[src/rtl/axis_dsp_pkg.sv]
// Shared constants, sample type and shift clamp for the AXI-Stream DSP chain
// (boxcar decimator and the shifted single-pole LPF that follows it).
package axis_dsp_pkg;

  localparam int default_inout_width    = 12;
  localparam int default_decimal_width  = default_inout_width - 1;
  localparam int default_max_log2_ratio = 10;

  typedef logic signed [default_inout_width-1:0] sample_t;

  function automatic logic [3:0] clamp_shift(input logic [3:0] shift, input logic [3:0] limit);
    return (shift > limit) ? limit : shift;
  endfunction

endpackage

[src/rtl/axis_out_reg.sv]
// Single-entry valid/ready holding register; a load in the same cycle as a
// drain wins, so the output is replaced without a bubble.
module axis_out_reg #(
  parameter int width = 12
) (
  input  logic             aclk,
  input  logic             resetn,
  input  logic             ld,
  input  logic [width-1:0] ld_data,
  input  logic             ld_last,
  output logic [width-1:0] m_axis_tdata,
  output logic             m_axis_tvalid,
  output logic             m_axis_tlast,
  input  logic             m_axis_tready
);

  always_ff @(posedge aclk) begin
    if (!resetn) begin
      m_axis_tdata  <= '0;
      m_axis_tvalid <= 1'b0;
      m_axis_tlast  <= 1'b0;
    end else if (ld) begin
      m_axis_tdata  <= ld_data;
      m_axis_tlast  <= ld_last;
      m_axis_tvalid <= 1'b1;
    end else if (m_axis_tready) begin
      m_axis_tvalid <= 1'b0;
    end
  end

endmodule

[src/rtl/axis_boxcar_decimator.sv]
// Boxcar decimator: averages blocks of 2^N beats into one output sample.
// Macro ROUND_EN selects round-half-up with positive clamp instead of truncation.
module axis_boxcar_decimator
  import axis_dsp_pkg::*;
#(
  parameter int inout_width    = default_inout_width,
  parameter int max_log2_ratio = default_max_log2_ratio,
  localparam int acc_width     = inout_width + max_log2_ratio
) (
  input  logic                          aclk,
  input  logic                          resetn,
  input  logic [3:0]                    i4_log2_ratio,
  input  logic signed [inout_width-1:0] s_axis_tdata,
  input  logic                          s_axis_tvalid,
  output logic                          s_axis_tready,
  input  logic                          s_axis_tlast,
  output logic signed [inout_width-1:0] m_axis_tdata,
  output logic                          m_axis_tvalid,
  input  logic                          m_axis_tready,
  output logic                          m_axis_tlast
);

  localparam int         cnt_w     = max_log2_ratio;
  localparam logic [3:0] shift_lim = 4'(max_log2_ratio);
`ifdef ROUND_EN
  localparam logic signed [acc_width-1:0] pos_lim = acc_width'((2 ** (inout_width - 1)) - 1);
`endif

  function automatic logic signed [inout_width-1:0] scale(
    input logic signed [acc_width-1:0] sum,
    input logic [3:0]                  n
  );
    logic signed [acc_width-1:0] q;
`ifdef ROUND_EN
    logic signed [acc_width-1:0] r;
    r = sum;
    if (n != 4'd0) r = sum + (acc_width'(1) << (n - 4'd1));
    q = r >>> n;
    if (q > pos_lim) q = pos_lim;
`else
    q = sum >>> n;
`endif
    return q[inout_width-1:0];
  endfunction

  logic signed [acc_width-1:0]   acc_p0, sum_p0;
  logic [cnt_w-1:0]              cnt_p0, term_cnt;
  logic [3:0]                    shift_p0, shift_eff;
  logic                          tlast_p0, terminal, beat;
  logic                          vld_p0, last_p0;
  logic signed [inout_width-1:0] avg_p0;

  // The first beat of a block sees the live ratio; later beats use the latched one.
  assign shift_eff     = (cnt_p0 == '0) ? clamp_shift(i4_log2_ratio, shift_lim) : shift_p0;
  assign term_cnt      = ~({cnt_w{1'b1}} << shift_eff);
  assign terminal      = (cnt_p0 == term_cnt);
  assign s_axis_tready = !(terminal && m_axis_tvalid && !m_axis_tready);
  assign beat          = s_axis_tvalid && s_axis_tready;
  assign sum_p0        = acc_p0 + acc_width'(s_axis_tdata);
  assign vld_p0        = beat && terminal;
  assign avg_p0        = scale(sum_p0, shift_eff);
  assign last_p0       = tlast_p0 | s_axis_tlast;

  always_ff @(posedge aclk) begin
    if (!resetn) begin
      acc_p0   <= '0;
      cnt_p0   <= '0;
      tlast_p0 <= 1'b0;
      shift_p0 <= clamp_shift(i4_log2_ratio, shift_lim);
    end else if (beat) begin
      if (cnt_p0 == '0) shift_p0 <= shift_eff;
      if (terminal) begin
        acc_p0   <= '0;
        cnt_p0   <= '0;
        tlast_p0 <= 1'b0;
      end else begin
        acc_p0   <= sum_p0;
        cnt_p0   <= cnt_p0 + cnt_w'(1);
        tlast_p0 <= last_p0;
      end
    end
  end

  // Stage boundary: averaged result into the single-entry output register.
  axis_out_reg #(
    .width(inout_width)
  ) u_out (
    .aclk         (aclk),
    .resetn       (resetn),
    .ld           (vld_p0),
    .ld_data      (avg_p0),
    .ld_last      (last_p0),
    .m_axis_tdata (m_axis_tdata),
    .m_axis_tvalid(m_axis_tvalid),
    .m_axis_tlast (m_axis_tlast),
    .m_axis_tready(m_axis_tready)
  );

endmodule
[config.mk]
export PLATFORM = sky130hd
export DESIGN_NAME = axis_boxcar_decimator
export DESIGN_NICKNAME = d
export VERILOG_FILES = /design/src/rtl/axis_dsp_pkg.sv /design/src/rtl/axis_out_reg.sv /design/src/rtl/axis_boxcar_decimator.sv
export SDC_FILE = /design/constraint.sdc
export NUM_CORES = 1
export LEC_CHECK = 0
export ABC_AREA = 1
export CAP_MARGIN = 20
export CORE_MARGIN = 3
export CORE_UTILIZATION = 45
export CTS_BUF_LIST = sky130_fd_sc_hd__clkbuf_8
export DETAILED_ROUTE_END_ITERATION = 7
export PLACE_DENSITY = 0.64
export SLEW_MARGIN = 20
export SYNTH_ARGS = -nofsm -noshare
export SYNTH_HDL_FRONTEND = slang
export SYNTH_SLANG_ARGS = --single-unit
[constraint.sdc]
create_clock -name aclk -period 3.6 [get_ports aclk]
set_input_delay 1.08 -clock aclk [delete_from_list [all_inputs] [get_ports aclk]]
set_output_delay 1.08 -clock aclk [all_outputs]
set_load 0.03 [all_outputs]
======== Word level (Yosys, flattened, before mapping) ========
Cells that the tools add are included.
Widths: inputs -> output; s select.
cells by class
  order comparisons ....................... 1
  shifts and indexed selects .............. 2
  multiplexer cells ....................... 10
  equal/unequal tests ..................... 3
  bitwise logic cells ..................... 2
  reduce and logical (&&, ||, !) cells .... 9
  add/sub/neg operators ................... 2
operator list
  operator               number
  $add 22x12->22         1
  $mux 22                1
  $sshr 22x4->12         1
  $mux 4                 5
  $add 10x1->10 const B  1
  $eq 10x10->1           1
  $logic_not 10->1       1
  $mux 10                1
  $not 10->10            1
  $shl 10x4->10 const A  1
  $gt 4x4->1 const B     1
  $logic_and 1x1->1      4
  $ne 2x1->1 const B     2
  $mux 1                 3
  $logic_not 1->1        2
  $reduce_and 2->1       1
  $reduce_bool 2->1      1
  $or 1x1->1             1
word-level totals
  logic and storage cells ................. 36
  output and inout bits ................... 15
  register bits ........................... 51

======== Longest topological paths before layout ========
Gate-level depths: netlist of run 1.
  depth after elaboration ................. 12
  depth in mapped cells ................... 20
  mapped depth without buffers ............ 19

======== Hierarchy ========
A second synthesis of run 1 with hierarchy kept.
second synthesis, totals
  cells, all modules ...................... 821
  area, all modules ....................... 4890.9 sq um
modules (own cells, without submodules)
  module                 instances  area each (sq um)  cells an instance
  axis_boxcar_decimator  1          4377.9             760
  axis_out_reg           1          513.0              61

======== Least setup slack after synthesis of run 1 ========
OpenSTA, ideal clock, no wires.
  path type ............................... input to output
  from .................................... in i4_log2_ratio[2]
  to ...................................... out s_axis_tready
  slack ................................... 0.211 ns
  path buffers ............................ 2
  arrival ................................. 2.309 ns
  stages on the path ...................... 13
  required time ........................... 2.520 ns
  path through ............................ inv_1 nor2_1 nand3_2 nand2_4 buf_6 nand2_2 nand3_1 nand2_1 nor2_1 nand2_1 nor2_1 nand3_1 buf_2
between the ends
  cells in the longest elaborated chain, start to end .. 9
ends and longest elaborated chain
  item                               RTL line                     text
  start: declaration                 axis_boxcar_decimator.sv:12  input logic [3:0] i4_log2_ratio,
  $gt 4x4->1                         axis_dsp_pkg.sv:12           return (shift > limit) ? limit : shift;
  $mux 4 *                           axis_dsp_pkg.sv:12
  $mux 4 *                           axis_boxcar_decimator.sv:54  assign shift_eff = (cnt_p0 == '0) ? clamp_shift(i4_log2_ratio, shift_lim) : shift_p0;
  $shl 10x4->10 *                    axis_boxcar_decimator.sv:55  assign term_cnt = ~({cnt_w{1'b1}} << shift_eff);
  $not 10->10 *                      axis_boxcar_decimator.sv:55
  $eq 10x10->1 *                     axis_boxcar_decimator.sv:56  assign terminal = (cnt_p0 == term_cnt);
  $logic_and 1x1->1 * (2 in series)  axis_boxcar_decimator.sv:57  assign s_axis_tready = !(terminal && m_axis_tvalid && !m_axis_tready);
  $logic_not 1->1 *                  axis_boxcar_decimator.sv:57
  end: declaration                   axis_boxcar_decimator.sv:15  output logic s_axis_tready,
Every way passes the cells marked *; elsewhere a longest branch is shown, timed or not.

======== Worst setup path in the final report of run 1 ========
  from .................................... in i4_log2_ratio[0]
  to ...................................... out s_axis_tready
The elaborated chain is that of the path after synthesis.

==> results of run 1 <==
## cells in the mapped netlist (all sizes together), types with 2 or more instances
master and instances:
a21oi 57, buf 21, xnor2 3, inv 94, nand3b 3, nor2 85
a21o 2, ha 23, nand3 144, nand2 329, o21bai 5, nor3 11
nand4 10, xor2 13, clkbuf 10, dfxtp 47, o21ai 18, edfxtp 4
## critical path: cells and delay by family
family                 cells  cell delay, ns
and+or+nand+nor           10            0.81
buffers and inverters      3            0.40
AOI/OAI and AO/OA          1            0.18
## routing by layer
metal	up-vias	global-route usage [%]	wire length, microns
met2	118	41.7	7270
met3	12	3.07	728
met5	-	0	0
met4	0	5.93	165
met1	2679	35.5	7720
li1	3038	-	-
## flip-flops by register name, summed over array words and instances, names as in the netlist
name / flops
cnt_p0: 10
tlast_p0: 1
u_out.m_axis_tvalid: 1
u_out.m_axis_tdata: 12
shift_p0: 4
acc_p0: 22
u_out.m_axis_tlast: 1
## cell families (layout without fill, tap and decap cells)
logic type	count (synthesis)	in the layout
fa+ha+maj	24	24
compound gates	84	84
xor+xnor	16	16
flops	51	51
simple gates	584	584
buf+inv	126	225
## power groups by stage
stage	logic (mW)	registers (mW)	clock network, mW
2_1_floorplan	0.803	0.641	0
3_3_place_gp	1.21	0.645	0
3_5_place_dp	1.21	0.648	0
4_1_cts	1.24	0.635	0.405
5_1_grt	1.44	0.640	0.424
6_report	1.29	0.635	0.386
## what timing repair did
action,4_1_cts,5_1_grt
buffers inserted,3,3
endpoints found under the setup margin,1,13
gates resized for setup,25,36
hold buffers,0,0
pin swaps,7,16
## area by class of cell
class                           instances  area share [%]
Tap cell                              140            2.75
Timing Repair Buffer                  122            15.8
Sequential cell                        51            16.7
Clock buffer                            5            1.08
Multi-Input combinational cell        708            57.7
Inverter                               95            5.61
Clock inverter                          3           0.433
## through the flow
stage,area (sq um),util [%],hold WS (ns)
2_1_floorplan,5090,-,0.428
3_3_place_gp,6050,55.3,0.434
3_5_place_dp,6050,55.3,0.447
4_1_cts,6210,56.8,0.464
5_1_grt,6360,58.1,0.492
6_report,6360,58.1,0.458
## final timing paths
kind | end | from | slack [ns]
worst max register to register | acc_p0[15]$_SDFFE_PN0P_ | cnt_p0[1]$_SDFFE_PN0P_ | 0.72
worst min-delay path | u_out.m_axis_tlast$_SDFFE_PN0P_ | u_out.m_axis_tlast$_SDFFE_PN0P_ | 0.46
worst min register to register | u_out.m_axis_tlast$_SDFFE_PN0P_ | u_out.m_axis_tlast$_SDFFE_PN0P_ | 0.46
worst max-delay path | s_axis_tready | i4_log2_ratio[0] | 0.04
==> results.json, run 1 <==
{
  "grt_first_pass_wirelength_microns": 26400,
  "dp_slack_ns": -0.383,
  "wirelength_microns": 15900,
  "cp_max_fo": 5,
  "synth-seq-area-share_pct": 20.9,
  "fp.dieW_microns": 112,
  "rsz0062_at_grt": "true",
  "fmax_mhz": 281,
  "cp_cell_sequence": "clkdlybuf4s15_1 > nand2_1 > nand2_2 > a21boi_2 > nand2_2 > nand2_4 > nor2_2 > nand3_1 > nand2_1 > inv_2 > nand2_2 > nor2_4 > nand3_2 > buf_6",
  "path_clk_slew_ns": 0.11,
  "synthAdderAreaFrac_pct": 6.05,
  "ys_ff_latch": 51,
  "die_y_microns": 112,
  "synth_ff_type": "dfxtp_1",
  "io_pins": 36,
  "antennaDiodeCount": 0,
  "antenna_found_initial": 0,
  "seq_power_share_pct": 27.5,
  "tightest_slew_ns": 0.695,
  "critPathCaptureType": "output pin",
  "switching_share_pct": 45.2,
  "slew_violations": 0,
  "async_reset_ff_share_pct": 0,
  "clockRootBuffer": "clkbuf_8",
  "cts.sinks": 51,
  "synth-simple-area-share_pct": 51.0,
  "clk_latency_ns": 0.34,
  "crit_slowest_cell": "clkdlybuf4s15_1",
  "synthTopCellsByArea": "nand2_1, dfxtp_1, nand3_1",
  "cap_violations": 0,
  "min_path_cells": 2,
  "synth_edf_count": 4,
  "ff2ff_path_depth": 17,
  "wl_per_cell_microns": 14.1,
  "pwr-share-comb_pct": 55.8,
  "io_buffers": 35,
  "crit_path_start_kind": "input port",
  "synth-xor-area-share_pct": 2.75,
  "max-slew-margin-rel_pct": 53.6,
  "arrival_ns": 2.48,
  "grt_pass1_vias": 5555,
  "dp_cells": 1110,
  "final_antenna_net_count": 0,
  "timing.final.crit_share_pct": 98.9,
  "firstDrtPassIters": 5,
  "critPathKind": "input port to output pin",
  "path_common_cell": "nand2_2",
  "final_cell_mix": "nand2_1, nand3_1, inv_1, buf_4, nor2_1",
  "vias": 5847,
  "synth-compound-area-share_pct": 8.93,
  "cts_buffer_depth": 2,
  "h-tree-depth": 2,
  "fp-row-count": 38,
  "syn_to_final_growth_pct": 25.0,
  "critPathMaxStageDelay_ns": 0.20,
  "synthDistinctLibCells": 37,
  "synth.area.mux_share_pct": 0,
  "die-area_sq_um": 12600,
  "yosysTopAreaCell": "nand2_1",
  "avgViaCountPerCell": 5.20,
  "grt_usage_pct": 25.3,
  "p_int_mw": 1.27,
  "syn_inst": 885,
  "hold_class": "flip-flop to flip-flop",
  "cts_tree": "built",
  "synth_top_family_by_area": "simple AND/OR/NAND/NOR gates",
  "grt-ovfl-total": 0,
  "ys_warn_count": 0,
  "cp.required_ns": 2.52,
  "power.switching_mw": 1.04,
  "drc": 0,
  "dpl.hpwl_microns": 12500,
  "synth_top_cell_area_share_pct": 23.5,
  "cts_buffers": 5,
  "grt_max_degree": 25,
  "power_mw": 2.31,
  "netlist_area_sq_um": 5090,
  "status": "finished clean",
  "fin_skew_ns": 0.00462,
  "setup-violations-final": 0,
  "layout_commonest_cell": "nand2_1",
  "core_sq_um": 10900,
  "p_leak_nw": 3.20,
  "syn_nets": 930,
  "hold_viol": 0,
  "pwr_density_cell_nw_per_um2": 363,
  "gp_congestion": 0.947,
  "fillers": 1126,
  "clkPwrFrac_pct": 16.7,
  "final_cells": 1124,
  "drive_gt1_share_pct": 17.3,
  "tns_ns": 0,
  "first_iter_violations": 437,
  "syn_avg_cell_area_sq_um": 5.75,
  "multi_input_area_sq_um": 3670,
  "initial_core_util_pct": 46.5,
  "regArea_sq_um": 1060,
  "nets": 1028,
  "fin_crit_ns": 3.56,
  "setup_ws_ns": 0.0397,
  "peakVddDrop_mv": 0.282
}
Note: power is estimated with default switching activity, not from simulation.
==> run 2, diff against run 1 <==
--- a/config.mk
+++ b/config.mk
@@ -12,7 +12,9 @@
 export CTS_BUF_LIST = sky130_fd_sc_hd__clkbuf_8
 export DETAILED_ROUTE_END_ITERATION = 7
 export PLACE_DENSITY = 0.64
+export SETUP_SLACK_MARGIN = 0.2
 export SLEW_MARGIN = 20
 export SYNTH_ARGS = -nofsm -noshare
 export SYNTH_HDL_FRONTEND = slang
+export SYNTH_HIERARCHICAL = 1
 export SYNTH_SLANG_ARGS = --single-unit
==> run 2 against run 1 <==
Combinational power up 34%; critical path depth is the same; register-to-register slack improved by 0.04 ns; worst hold slack worse by 0.0098 ns; final area grew 12%; setup slack improved by 0.019 ns; highest routed layer unchanged.
==> results.json, run 2 <==
{
  "syn_nets": 866,
  "cts_buffer_depth": 2,
  "avgViaCountPerCell": 5.38,
  "antennaDiodeCount": 0,
  "final_cells": 1116,
  "timing.final.crit_share_pct": 98.4,
  "synth_top_cell_area_share_pct": 19.6,
  "synth-seq-area-share_pct": 21.7,
  "hold_path.startpoint": "tlast_p0$_SDFFE_PN0P_",
  "crit_path_start_kind": "input port",
  "holdWs_ns": 0.449,
  "holdBufCountCts": 0,
  "cts.sinks": 51,
  "dpl.hpwl_microns": 12300,
  "io_pins": 36,
  "syn_to_final_growth_pct": 45.3,
  "die-area_sq_um": 12200,
  "fp-row-count": 37,
  "tns_ns": 0,
  "p_int_mw": 1.51,
  "r2r-start": "cnt_p0[0]$_SDFFE_PN0P_",
  "slew_violations": 0,
  "synthDistinctLibCells": 42,
  "ys_warn_count": 6,
  "wirelength_microns": 17100,
  "final_antenna_net_count": 0,
  "ys_ff_latch": 51,
  "drc": 0,
  "min_delay_worst_endpoint": "tlast_p0$_SDFFE_PN0P_",
  "fin_skew_ns": 0.0170,
  "syn_inst": 821,
  "tightest_slew_ns": 0.784,
  "ff2ff_setup_slack_ns": 0.76,
  "seq_power_share_pct": 23.5,
  "io_buffers": 35,
  "rsz0062_at_grt": "true",
  "wl_per_cell_microns": 15.3,
  "power.switching_mw": 1.22,
  "synth_edf_count": 4,
  "pwr_density_cell_nw_per_um2": 384,
  "syn_avg_cell_area_sq_um": 5.96,
  "regMostFlops": "acc_p0",
  "cts_tree": "built",
  "fp.dieW_microns": 110,
  "synth_ff_type": "dfxtp_1",
  "min_path_cells": 2,
  "setup-violations-final": 0,
  "antenna_found_initial": 0,
  "cap_violations": 0,
  "ff2ff_path_depth": 20,
  "critPathKind": "input port to output pin",
  "clkPwrFrac_pct": 13.0,
  "hold_viol": 0,
  "core_sq_um": 10500,
  "firstDrtPassIters": 5,
  "critPathMaxStageDelay_ns": 0.15,
  "path_clk_slew_ns": 0.09,
  "grt-ovfl-total": 0,
  "p_leak_nw": 3.46,
  "nets": 1024,
  "gp_congestion": 0.945,
  "layout_commonest_cell": "nand2_1",
  "synthTopCellsByArea": "nand2_1, dfxtp_1, nand3_1",
  "peakVddDrop_mv": 0.214,
  "synth_commonest_cells": "nand2_1, nand3_1, inv_1",
  "die_y_microns": 110,
  "multi_input_area_sq_um": 3990,
  "largest_register_ffs": 22,
  "path_common_cell": "nand2_4",
  "arrival_ns": 2.46,
  "final_core_util_pct": 67.9,
  "regArea_sq_um": 1060,
  "status": "finished clean",
  "clockRootBuffer": "clkbuf_8",
  "hold_class": "flip-flop to flip-flop",
  "grt_max_degree": 32,
  "grt_first_pass_wirelength_microns": 26700,
  "h-tree-depth": 2,
  "fin_crit_ns": 3.54,
  "clk_latency_ns": 0.33,
  "vias": 5999,
  "yosysTopAreaCell": "nand2_1",
  "drive_gt1_share_pct": 31.6,
  "crit_slowest_cell": "nor2_4",
  "pwr-share-comb_pct": 63.5,
  "fillers": 960,
  "postLayoutCellArea_sq_um": 7110,
  "grt_usage_pct": 27.5,
  "switching_share_pct": 44.8,
  "dp_cells": 1089,
  "initial_core_util_pct": 46.7,
  "first_iter_violations": 405,
  "async_reset_ff_share_pct": 0,
  "critPathCaptureType": "output pin",
  "r2r-end": "shift_p0[1]$_DFFE_PP_",
  "grt_pass1_vias": 5648,
  "fmax_mhz": 282,
  "synth_most_common_cell": "nand2_1",
  "cp.required_ns": 2.52,
  "post_dp_cell_area_sq_um": 6250,
  "reg.largest.list": "acc_p0 (22), u_out/m_axis_tdata (12), cnt_p0 (10)",
  "max-slew-margin-rel_pct": 47.7,
  "cts_buffers": 5,
  "cp_cell_sequence": "buf_8 > nand2_4 > nand2_4 > a21oi_4 > nand2_2 > nand2_4 > nand3_2 > nand3_1 > nand2_1 > clkinv_1 > nand2_1 > nor2_4 > nand3_4 > buf_6",
  "cp_max_fo": 7,
  "netlist_area_sq_um": 4890,
  "final_cell_mix": "nand2_1, buf_4, nand3_1, inv_1, nor2_1"
}
run 2: cell count changes after synthesis, moves of 6 or more:
| cell | previous run | this run |
|---|---|---|
| nand2_1 | 318 | 255 |
| o21ai_0 | 17 | 39 |
| nand3_1 | 138 | 118 |
| inv_1 | 90 | 71 |
| nor2_2 | 4 | 14 |
| clkbuf_1 | 10 | 16 |
run 2: what timing repair did:
action                                  in CTS  in global routing
gates resized for setup                     76                100
endpoints found under the setup margin      13                 13
setup buffers                                7                 11
pin swaps                                   26                 38
gates cloned                                 0                  1
run 2: worst max-delay path, delay by kind of cell:
family,cells,cell delay [ns]
simple gates,10,0.93
buf+inv,3,0.30
compound gates,1,0.13
run 2: per-stage QoR:
step | power, mW | setup slack (ns)
detailed placement | 2.09 | -0.848
floorplan | 1.52 | 0.173
global route | 2.93 | -0.0497
finish | 2.73 | 0.0583
global placement | 2.08 | -0.773
CTS | 2.54 | 0.0659
run 2: per-layer routing:
layer	vias up	share of wire (%)	global-route usage (%)
li1	3005	-	-
met1	2798	44	35.6
met2	167	49	48.4
met3	29	4.2	3.09
met4	0	2.3	7.74
met5	-	0	0
run 2: cell type report:
| class | count | area share [%] |
|---|---|---|
| Clock inverter | 3 | 0.264 |
| Timing Repair Buffer | 183 | 21.4 |
| Multi-Input combinational cell | 665 | 56.1 |
| Clock buffer | 5 | 0.968 |
| Inverter | 73 | 3.93 |
| Tap cell | 136 | 2.39 |
| Sequential cell | 51 | 14.9 |
run 2: worst max-delay path by stage:
stage	to	startpoint
3_5_place_dp	s_axis_tready	i4_log2_ratio[3]
5_1_grt	s_axis_tready	cnt_p0[0]$_SDFFE_PN0P_
6_report	s_axis_tready	i4_log2_ratio[0]
3_3_place_gp	s_axis_tready	i4_log2_ratio[1]
4_1_cts	s_axis_tready	i4_log2_ratio[0]
2_1_floorplan	s_axis_tready	i4_log2_ratio[2]
run 2: logic make-up after synthesis:
logic type                 share of synthesized area (%)
and+or+nand+nor                                     46.4
DFF                                                 21.7
adders and majority gates                           6.29
buffers and inverters                               9.21
xor gates and xnor gates                            3.40
AOI/OAI and AO/OA                                   13.0
run 2: power groups by stage:
| stage | Combinational, mW | Sequential (mW) | Clock, mW |
|---|---|---|---|
| 5_1_grt | 1.90 | 0.647 | 0.385 |
| 6_report | 1.73 | 0.642 | 0.355 |
| 3_5_place_dp | 1.44 | 0.650 | 0 |
| 4_1_cts | 1.53 | 0.637 | 0.369 |
| 3_3_place_gp | 1.43 | 0.648 | 0 |
| 2_1_floorplan | 0.879 | 0.644 | 0 |
